### config.mk
export PLATFORM = sky130hd
export DESIGN_NAME = joystick_serial_multi_flat
export DESIGN_NICKNAME = d
export VERILOG_FILES = /design/src/rtl/joystick_serial_pkg.sv /design/src/rtl/joystick_serial_multi_if.sv /design/src/rtl/joy_tick_gen.sv /design/src/rtl/joystick_serial_multi.sv /design/src/flat_wrapper.sv
export SDC_FILE = /design/constraint.sdc
export NUM_CORES = 1
export LEC_CHECK = 0
export ABC_AREA = 1
export BUFFER_PORTS_ARGS = -buffer_cell sky130_fd_sc_hd__buf_2
export CAP_MARGIN = 10
export CORE_ASPECT_RATIO = 1.1
export CORE_MARGIN = 2
export CORE_UTILIZATION = 50
export DETAILED_ROUTE_END_ITERATION = 10
export HOLD_SLACK_MARGIN = 0.08
export PLACE_DENSITY = 0.66
export REMOVE_ABC_BUFFERS = 1
export SLEW_MARGIN = 20
export SYNTH_ARGS = -nofsm -noshare
export SYNTH_HDL_FRONTEND = slang
export SYNTH_SLANG_ARGS = --single-unit
### constraint.sdc
create_clock -name clk_i -period 3 [get_ports clk_i]
set_clock_uncertainty 0.05 [all_clocks]
set_input_delay 0.9 -clock clk_i [delete_from_list [all_inputs] [get_ports clk_i]]
set_output_delay 0.9 -clock clk_i [all_outputs]
set_load 0.005 [all_outputs]
### src/rtl/joystick_serial_pkg.sv
// Shared types and limits for the serial joystick reader.
package joystick_serial_pkg;

   typedef enum logic [1:0] {
      StIdle,
      StLoad,
      StShift,
      StUpdate
   } state_e;

   localparam int unsigned MAX_JOY      = 4;
   localparam int unsigned MAX_BITS     = 16;
   localparam int unsigned MAX_DEBOUNCE = 15;

   // Counter width able to hold 0..n-1, never narrower than one bit.
   function automatic int unsigned cnt_width(input int unsigned n);
      return (n > 1) ? $clog2(n) : 1;
   endfunction

endpackage

### src/rtl/joystick_serial_multi_if.sv
// Bundle of the joystick chain strobes and the decoded button outputs.
interface joystick_serial_multi_if #(
   parameter int unsigned TOTAL = 16
) ();
   logic             enable_i;
   logic             joy_data_i;
   logic             joy_clk_o;
   logic             joy_load_o;
   logic [TOTAL-1:0] joy_o;
   logic             frame_o;
   logic             changed_o;

   // Reader side: drives the chain strobes and the committed buttons.
   modport master (
      input  enable_i, joy_data_i,
      output joy_clk_o, joy_load_o, joy_o, frame_o, changed_o
   );

   // Chain/consumer side.
   modport slave (
      output enable_i, joy_data_i,
      input  joy_clk_o, joy_load_o, joy_o, frame_o, changed_o
   );
endinterface

### src/rtl/joy_tick_gen.sv
// Clock divider producing one tick every CLK_DIV cycles.
module joy_tick_gen
   import joystick_serial_pkg::*;
#(
   parameter int unsigned CLK_DIV = 2
) (
   input  logic clk_i,
   input  logic rst_i,
   input  logic hold_i,
   output logic tick_o
);

   localparam int unsigned CW = cnt_width(CLK_DIV);

   if (CLK_DIV < 1) begin : g_bad_div
      $error("CLK_DIV must be at least 1");
   end

   logic [CW-1:0] cnt_q, cnt_d;

   assign tick_o = (cnt_q == CW'(CLK_DIV - 1));

   // Free-running wrap counter; paused for the single-cycle frame update so the
   // tick grid restarts one cycle later and the frame period gains that cycle.
   always_comb begin
      cnt_d = cnt_q;
      if (!hold_i) begin
         cnt_d = tick_o ? '0 : cnt_q + 1'b1;
      end
   end

   // Divider state register.
   always_ff @(posedge clk_i or posedge rst_i) begin
      if (rst_i) begin
         cnt_q <= '0;
      end else begin
         cnt_q <= cnt_d;
      end
   end

endmodule

### src/rtl/joystick_serial_multi.sv
// Serial reader for daisy-chained PISO shift registers with frame debounce.
module joystick_serial_multi
   import joystick_serial_pkg::*;
#(
   parameter int unsigned NUM_JOY         = 2,
   parameter int unsigned BITS_PER_JOY    = 8,
   parameter int unsigned CLK_DIV         = 2,
   parameter int unsigned GAP_TICKS       = 2,
   parameter int unsigned DEBOUNCE_FRAMES = 2
) (
   input logic                     clk_i,
   input logic                     rst_i,
   joystick_serial_multi_if.master bus
);

   localparam int unsigned TOTAL = NUM_JOY * BITS_PER_JOY;
   localparam int unsigned BW    = cnt_width(TOTAL);
   localparam int unsigned GW    = cnt_width(GAP_TICKS);

   if (NUM_JOY < 1 || NUM_JOY > MAX_JOY) begin : g_bad_num_joy
      $error("NUM_JOY out of range");
   end
   if (BITS_PER_JOY < 1 || BITS_PER_JOY > MAX_BITS) begin : g_bad_bits
      $error("BITS_PER_JOY out of range");
   end
   if (CLK_DIV < 1) begin : g_bad_div
      $error("CLK_DIV must be at least 1");
   end
   if (GAP_TICKS < 1) begin : g_bad_gap
      $error("GAP_TICKS must be at least 1");
   end
   if (DEBOUNCE_FRAMES < 1 || DEBOUNCE_FRAMES > MAX_DEBOUNCE) begin : g_bad_deb
      $error("DEBOUNCE_FRAMES out of range");
   end

   state_e           state_q, state_d;
   logic [GW-1:0]    gap_cnt_q, gap_cnt_d;
   logic             load_cnt_q, load_cnt_d;
   logic [BW-1:0]    bit_cnt_q, bit_cnt_d;
   logic             phase_q, phase_d;
   logic [TOTAL-1:0] cap_q, cap_d;
   logic [TOTAL-1:0] prev_cap_q, prev_cap_d;
   logic [3:0]       stable_cnt_q, stable_cnt_d;
   logic [TOTAL-1:0] joy_q, joy_d;
   logic             joy_clk_q, joy_clk_d;
   logic             joy_load_q, joy_load_d;
   logic             frame_q, frame_d;
   logic             changed_q, changed_d;

   logic             tick;
   logic             hold;
   logic [BW-1:0]    cap_idx;

   assign hold    = (state_q == StUpdate);
   // First sampled bit lands in the MSB.
   assign cap_idx = BW'(TOTAL - 1) - bit_cnt_q;

   joy_tick_gen #(
      .CLK_DIV (CLK_DIV)
   ) u_tick_gen (
      .clk_i  (clk_i),
      .rst_i  (rst_i),
      .hold_i (hold),
      .tick_o (tick)
   );

   // Next-state, strobe generation, capture and debounce.
   always_comb begin
      state_d      = state_q;
      gap_cnt_d    = gap_cnt_q;
      load_cnt_d   = load_cnt_q;
      bit_cnt_d    = bit_cnt_q;
      phase_d      = phase_q;
      cap_d        = cap_q;
      prev_cap_d   = prev_cap_q;
      stable_cnt_d = stable_cnt_q;
      joy_d        = joy_q;
      joy_clk_d    = joy_clk_q;
      joy_load_d   = joy_load_q;
      frame_d      = 1'b0;
      changed_d    = 1'b0;

      unique case (state_q)
         StIdle: begin
            if (tick) begin
               if (gap_cnt_q == GW'(GAP_TICKS - 1)) begin
                  gap_cnt_d = '0;
                  // Enable is only looked at here, so a frame in flight always completes.
                  if (bus.enable_i) begin
                     state_d    = StLoad;
                     joy_load_d = 1'b0;
                     load_cnt_d = 1'b0;
                  end
               end else begin
                  gap_cnt_d = gap_cnt_q + 1'b1;
               end
            end
         end
         StLoad: begin
            if (tick) begin
               if (load_cnt_q) begin
                  state_d    = StShift;
                  joy_load_d = 1'b1;
                  bit_cnt_d  = '0;
                  phase_d    = 1'b0;
               end else begin
                  load_cnt_d = 1'b1;
               end
            end
         end
         StShift: begin
            if (tick) begin
               if (!phase_q) begin
                  cap_d[cap_idx] = bus.joy_data_i;
                  joy_clk_d      = 1'b1;
                  phase_d        = 1'b1;
               end else begin
                  joy_clk_d = 1'b0;
                  phase_d   = 1'b0;
                  if (bit_cnt_q == BW'(TOTAL - 1)) begin
                     state_d = StUpdate;
                  end else begin
                     bit_cnt_d = bit_cnt_q + 1'b1;
                  end
               end
            end
         end
         StUpdate: begin
            if (cap_q == prev_cap_q) begin
               stable_cnt_d = (stable_cnt_q == 4'(MAX_DEBOUNCE)) ? stable_cnt_q
                                                                  : stable_cnt_q + 1'b1;
            end else begin
               stable_cnt_d = '0;
            end
            prev_cap_d = cap_q;
            if (stable_cnt_d >= 4'(DEBOUNCE_FRAMES - 1)) begin
               joy_d     = cap_q;
               changed_d = (cap_q != joy_q);
            end
            frame_d   = 1'b1;
            gap_cnt_d = '0;
            state_d   = StIdle;
         end
         default: begin
            state_d = StIdle;
         end
      endcase
   end

   // State and registered outputs; reset discards any partial frame.
   always_ff @(posedge clk_i or posedge rst_i) begin
      if (rst_i) begin
         state_q      <= StIdle;
         gap_cnt_q    <= '0;
         load_cnt_q   <= 1'b0;
         bit_cnt_q    <= '0;
         phase_q      <= 1'b0;
         cap_q        <= '1;
         prev_cap_q   <= '1;
         stable_cnt_q <= '0;
         joy_q        <= '1;
         joy_clk_q    <= 1'b0;
         joy_load_q   <= 1'b1;
         frame_q      <= 1'b0;
         changed_q    <= 1'b0;
      end else begin
         state_q      <= state_d;
         gap_cnt_q    <= gap_cnt_d;
         load_cnt_q   <= load_cnt_d;
         bit_cnt_q    <= bit_cnt_d;
         phase_q      <= phase_d;
         cap_q        <= cap_d;
         prev_cap_q   <= prev_cap_d;
         stable_cnt_q <= stable_cnt_d;
         joy_q        <= joy_d;
         joy_clk_q    <= joy_clk_d;
         joy_load_q   <= joy_load_d;
         frame_q      <= frame_d;
         changed_q    <= changed_d;
      end
   end

   assign bus.joy_clk_o  = joy_clk_q;
   assign bus.joy_load_o = joy_load_q;
   assign bus.joy_o      = joy_q;
   assign bus.frame_o    = frame_q;
   assign bus.changed_o  = changed_q;

endmodule

### src/flat_wrapper.sv
// flat-port wrapper written by rule: the top's interface ports become plain ports
module joystick_serial_multi_flat import joystick_serial_pkg::*;
#(
   parameter int unsigned NUM_JOY         = 2,
   parameter int unsigned BITS_PER_JOY    = 8,
   parameter int unsigned CLK_DIV         = 2,
   parameter int unsigned GAP_TICKS       = 2,
   parameter int unsigned DEBOUNCE_FRAMES = 2
)
  (clk_i, rst_i, bus_enable_i, bus_joy_data_i, bus_joy_clk_o, bus_joy_load_o, bus_joy_o, bus_frame_o, bus_changed_o);
  joystick_serial_multi_if #(.TOTAL(16)) bus_i ();
  input logic clk_i;
  input logic rst_i;
  input wire logic [$bits(bus_i.enable_i)-1:0] bus_enable_i;
  input wire logic [$bits(bus_i.joy_data_i)-1:0] bus_joy_data_i;
  output wire logic [$bits(bus_i.joy_clk_o)-1:0] bus_joy_clk_o;
  output wire logic [$bits(bus_i.joy_load_o)-1:0] bus_joy_load_o;
  output wire logic [$bits(bus_i.joy_o)-1:0] bus_joy_o;
  output wire logic [$bits(bus_i.frame_o)-1:0] bus_frame_o;
  output wire logic [$bits(bus_i.changed_o)-1:0] bus_changed_o;
  assign bus_i.enable_i = bus_enable_i;
  assign bus_i.joy_data_i = bus_joy_data_i;
  assign bus_joy_clk_o = bus_i.joy_clk_o;
  assign bus_joy_load_o = bus_i.joy_load_o;
  assign bus_joy_o = bus_i.joy_o;
  assign bus_frame_o = bus_i.frame_o;
  assign bus_changed_o = bus_i.changed_o;
  joystick_serial_multi #(.NUM_JOY(NUM_JOY), .BITS_PER_JOY(BITS_PER_JOY), .CLK_DIV(CLK_DIV), .GAP_TICKS(GAP_TICKS), .DEBOUNCE_FRAMES(DEBOUNCE_FRAMES)) u_core (.clk_i(clk_i), .rst_i(rst_i), .bus(bus_i));
endmodule
== After elaboration in Yosys (flattened, before gate mapping) ==
Cells that the tools add are included.
W data, S select, Z words.

* Reductions and logical operators: 14
* Equal/unequal tests: 16
* Bitwise logic cells: 1
* Muxes and demuxes: 41
* $add $sub $neg: 5
* Order comparisons: 3

{| class="wikitable"
|+ Operators by type and width
! operator !! number
|-
| $mux W4 || 8
|-
| $mux W1 || 17
|-
| $bwmux W16 || 1
|-
| $eq A16 B16 Y1 || 1
|-
| $mux W2 || 8
|-
| $ne A16 B16 Y1 || 1
|-
| $reduce_and A6 Y1 || 2
|-
| $ne A2 B2 Y1 const B || 5
|-
| $add A4 B1 Y4 const B || 2
|-
| $eq A4 B4 Y1 const B || 2
|-
| $ge A4 B1 Y1 const B || 2
|-
| $ne A2 B1 Y1 const B || 4
|-
| $pmux W1 S2 || 4
|-
| $pmux W2 S4 || 1
|-
| $pmux W4 S2 || 1
|-
| $reduce_and A8 Y1 || 1
|-
| $reduce_and A2 Y1 || 3
|-
| $reduce_bool A2 Y1 || 3
|-
| $lt A4 B5 Y1 const B || 1
|-
| $reduce_and A5 Y1 || 1
|-
| $demux W1 S4 || 1
|-
| $eq A2 B2 Y1 const B || 2
|-
| $reduce_and A4 Y1 || 1
|-
| $sub A4 B4 Y4 const A || 1
|-
| 6 further kinds || 7
|}

* Input port bits: 4
* Word-level logic and storage cells: 94
* Flip-flop bits (word level): 66
* Output and inout port bits: 20

== Depth between registers and ports, before layout ==
* Depth in word-level cells: 7
* Gate-level depth with buffers: 12
* Depth with buffers taken out: 11

== Modules after synthesis ==
Synthesis repeated with hierarchy kept, for this count alone.

* Cells, all modules: 427
* Area, all modules: 3478.3 um^2

{| class="wikitable"
|+ Modules (own cells, without submodules)
! module !! cells each !! area an instance (um^2) !! instances
|-
| joystick_serial_multi || 420 || 3430.8 || 1
|-
| joy_tick_gen || 7 || 47.5 || 1
|}

== Least setup slack after synthesis ==
Ideal clock, no wire load.

* Kind: reg2reg
* Start: register u_core.state_q[0]
* End: register u_core.bit_cnt_q[2]
* Data required time: 2.829 ns
* Library setup time: 0.121 ns
* Slack: 1.279 ns
* Buffers on the path: 1
* Arrival: 1.550 ns
* Stages on the path, launching flop included: 13
* Clock period less this slack: 1.721 ns
* Cells stage by stage: dfrtp_1 > inv_1 > ha_1 > clkbuf_2 > nand2_1 > nand2_1 > nand2_1 > a21oi_1 > o21ai_0 > inv_1 > nand3_1 > nand2_1 > nor2_1

* Word-level cells in the longest chain between the ends: 3

{| class="wikitable"
|+ RTL lines
! element !! line !! RTL
|-
| start: declaration || joystick_serial_multi.sv:36 || <nowiki>state_e state_q, state_d;</nowiki>
|-
| start signal: assignment || joystick_serial_multi.sv:153 || <nowiki>state_q <= StIdle;</nowiki>
|-
| start signal: assignment || joystick_serial_multi.sv:167 || <nowiki>state_q <= state_d;</nowiki>
|-
| $eq A2 B2 Y1 / $eq A2 B1 Y1 (equally long branches) || joystick_serial_multi.sv:83 || <nowiki>unique case (state_q)</nowiki>
|-
| $ne A2 B2 Y1 (no source line), or another cell as far along || n/a ||
|-
| $reduce_and A6 Y1 (no source line) || n/a ||
|-
| end signal: assignment || joystick_serial_multi.sv:170 || <nowiki>bit_cnt_q <= bit_cnt_d;</nowiki>
|-
| end: declaration || joystick_serial_multi.sv:39 || <nowiki>logic [BW-1:0] bit_cnt_q, bit_cnt_d;</nowiki>
|}

Several ways; a longest one is shown, not always the timed one.
A chain may end at the register's enable or synchronous reset.

== Final worst setup path ==
* Start: register u_core.state_q[0]
* End: register u_core.cap_q[3]

* Word-level cells in the longest chain between the ends: 2

{| class="wikitable"
|+ RTL lines
! element !! line !! RTL
|-
| $eq A2 B2 Y1 || joystick_serial_multi.sv:83 ||
|-
| $reduce_and A3 Y1 (no source line) || n/a ||
|-
| end signal: assignment || joystick_serial_multi.sv:172 || <nowiki>cap_q <= cap_d;</nowiki>
|-
| end: declaration || joystick_serial_multi.sv:41 || <nowiki>logic [TOTAL-1:0] cap_q, cap_d;</nowiki>
|}

Every way passes these cells.

==> metrics.md <==
| Metric | Value |
|---|---|
| Outcome | `complete, no violations` |
| Vias | `2766` |
| Worst-Margin Slew | `0.591 ns` |
| Clk_lat worst skew | `0.35 ns` |
| Detailed placer's ending HPWL | `5070 um` |
| Final Net Count | `461` |
| WL/cell | `13.2 um` |
| Initial antenna violation count | `0` |
| Hold path depth | `2` |
| Synth cell types | `29` |
| CTS Hold Buffers Added | `0` |
| Register bit total from synthesis | `66` |
| Post-CTS setup buffer count | `0` |
| RSZ-0062 raised after global routing | `false` |
| Most used flip-flop cell after synthesis | `dfstp_2` |
| Largest area contributor in the netlist | `dfstp_2` |
| IO Port Bufs | `23` |
| Sequential share of the synthesized area | `50.0%` |
| Most common library cells after synthesis | `123 x nand2_1, 51 x inv_1, 49 x dfstp_2, 30 x nand3_1, 27 x o21ai_0` |
| Leak Pwr | `0.00197 uW` |
| Core ar. | `6590 um2` |
| CP Launch Type | `flip-flop` |
| Post-placement cell area | `3620 um2` |
| Largest net degree at the start of global routing | `37` |
| Reg2reg end | `u_core.cap_q[3]$_DFFE_PP1P_` |
| Ys async rst share | `100%` |
| Worst setup EP type | `flip-flop` |
| Crit-path max FO | `8` |
| Row count | `31` |
| # diodes | `0` |
| GRT Overall Usage | `20.6%` |
| Ports | `24` |
| Slew Limit Fails | `0` |
| GRT overflow | `0` |
| Die X | `82.9 um` |
| Num Clock Sinks | `66` |
| Synthesized cell area | `3430 um2` |
| Maxcap violations | `0` |
| Post-synth top area share | `37.6%` |
| Residual DRC count | `0` |
| Clock Pin Slew Worst Setup and Hold Paths | `0.08 ns` |
| Area grow syn2layout | `12.0%` |
| Final setup fails | `0` |
| Max Fclk | `0.471 GHz` |
| Starting Density | `52.0%` |
| Hold Crit Start | `u_core.bus.joy_load_o$_DFFE_PP1P_` |
| Antenna-violating nets left | `0` |
| Num CTS Buffers | `9` |
| Count leader, synth | `nand2_1` |
| Final Cycle Share | `70.8%` |
| Synth Area per Inst | `8.14 um2` |
| Hold Fails Final Rpt | `0` |
| Syn. warnings | `0` |
| CTS tree | `yes` |
| Critical path type | `reg2reg` |
| First-pass GRT wire length | `12500 um` |
| Worst IR Drop VDD | `592 uV` |
| Mapped Cells | `421` |
| Slew HR | `60.5%` |
| Setup_tns | `0 ns` |
| Synth area leaders | `dfstp_2 38%, nand2_1 13%, dfrtp_1 12%` |
| Clock Tree Buf Depth | `2` |
| Resize count post-CTS | `0` |
| Routability cong. | `0.757` |
| Req. time, crit path | `3.22 ns` |
| Via density | `5.17` |
| Share of layout cells above drive strength 1 | `23.4%` |
| Fill count | `625` |
| Post-route cell area | `3840 um2` |
| Cells on worst reg2reg path | `8` |
| CTS root buf | `clkbuf_8` |
| Post-synth EDFFs | `0` |
| Arrival time at the worst endpoint | `2.35 ns` |
| H-tree Lvls | `3` |
| FF-to-FF setup slack | `0.88 ns` |
| Crit Reg-Reg Startpoint | `u_core.state_q[0]$_DFFE_PP0P_` |
| Die Y | `90.8 um` |
| DR iter-0 viols | `183` |
| Vias in the first global route | `2676` |
| Tmin final | `2.12 ns` |
| Power per Cell Area | `858 nW/um2` |
| First-pass DRT Iterations | `4` |
| Endpoint, Worst Hold | `u_core.bus.joy_load_o$_DFFE_PP1P_` |
| Final WL | `7080 um` |
| HP Class | `reg2reg` |
| Total Die Area | `7530 um2` |
[placed cells by master, fill, tap and decap left out]
master / count
a21oi_1: 24
nor2_1: 22
o211ai_1: 2
ha_1: 8
clkbuf_16: 1
dfstp_2: 49
buf_2: 23
inv_6: 1
clkbuf_8: 10
nand3_2: 1
nand4_1: 4
inv_2: 5
nand2_1: 123
and2_1: 1
bufinv_16: 1
xnor2_1: 8
dfrtp_1: 17
o21bai_1: 1
or2_2: 3
nor3_1: 4
a31oi_1: 16
nor2_2: 3
inv_1: 50
clkinvlp_4: 2
clkinv_2: 1
nor3b_1: 2
buf_4: 3
nand2_2: 1
ha_2: 1
o21ai_0: 27
nand3_1: 30
nand2_4: 1
xor2_1: 8
[state kept, by name, summed over array words and instances (netlist names)]
| name | cells |
|---|---|
| u_core.stable_cnt_q | 4 |
| u_core.bit_cnt_q | 4 |
| u_core.bus.joy_load_o | 1 |
| u_core.cap_q | 16 |
| u_core.bus.frame_o | 1 |
| u_core.load_cnt_q | 1 |
| u_core.phase_q | 1 |
| u_core.bus.changed_o | 1 |
| u_core.prev_cap_q | 16 |
| u_core.u_tick_gen.tick_o | 1 |
| u_core.state_q | 2 |
| u_core.bus.joy_o | 16 |
| u_core.bus.joy_clk_o | 1 |
| u_core.gap_cnt_q | 1 |
[power by group]
group	switching [uW]	internal (uW)
Combinational	675	370
Clock	364	458
Sequential	175	1250
Total	1210	2080
[stage by stage]
stage                     worst slack [ns]  hold slack (ns)  utilization (%)  total power (uW)  std cells
after floorplan                      0.476            0.400                -              2200        411
after global placement               0.867            0.408             54.9              2470        519
after detailed placement             0.885            0.412             54.9              2510        519
after CTS                            0.866            0.423             58.2              3330        535
after global routing                 0.586            0.443             58.2              3580        535
final                                0.877            0.416             58.2              3300        535
[cells by family (layout without fill, tap and decap cells)]
group / after synthesis / after routing / share of synthesized area (%)
adder cells (fa/ha/maj): 9 / 9 / 3.29
XOR/XNOR: 16 / 16 / 4.09
AND/OR/NAND/NOR: 195 / 195 / 24.1
AO/OA/AOI/OAI: 70 / 70 / 11.0
flip-flops: 66 / 66 / 50.0
buffers and inverters: 65 / 97 / 7.52
[layer usage]
| layer | GRT usage, % | wire [um] | vias to the layer above |
|---|---|---|---|
| li1 | - | - | 1400 |
| met1 | 26.2 | 3230 | 1324 |
| met2 | 34.9 | 3550 | 32 |
| met3 | 3.29 | 204 | 10 |
| met4 | 8.47 | 97 | 0 |
| met5 | 0 | 0 | - |
[final cells by class]
class / count / area [um2] / share of cell area, %
sequential: 66 / 1710 / 44.6
tap: 82 / 103 / 2.67
clock buffer: 11 / 163 / 4.24
clock inverter: 5 / 58.8 / 1.53
multi-input combinational: 290 / 1460 / 38.0
timing repair buffer: 26 / 138 / 3.58
inverter: 55 / 206 / 5.38
[worst max-delay path, stage by stage (launching register included)]
cell and delay (ns):
dfrtp_1 0.41, inv_1 0.11, ha_1 0.32, nand2_1 0.14, nor2_1 0.14, inv_1 0.11
nor2_1 0.47, a21oi_1 0.13, a31oi_1 0.17
[how the worst max path moves through the flow]
stage                                      endpoint                          start  cells after the start  slack, ns
global route           u_core.cap_q[10]$_DFFE_PP1P_  u_core.state_q[0]$_DFFE_PP0P_                      8       0.59
detailed placement      u_core.cap_q[3]$_DFFE_PP1P_  u_core.state_q[0]$_DFFE_PP0P_                      8       0.89
floorplan           u_core.bit_cnt_q[0]$_DFFE_PP0P_                          rst_i                      1       0.48
CTS                     u_core.cap_q[3]$_DFFE_PP1P_  u_core.state_q[0]$_DFFE_PP0P_                      8       0.87
finish                  u_core.cap_q[3]$_DFFE_PP1P_  u_core.state_q[0]$_DFFE_PP0P_                      8       0.88
global placement        u_core.cap_q[3]$_DFFE_PP1P_  u_core.state_q[0]$_DFFE_PP0P_                      8       0.87
Note: power is estimated with default switching activity, not from simulation.
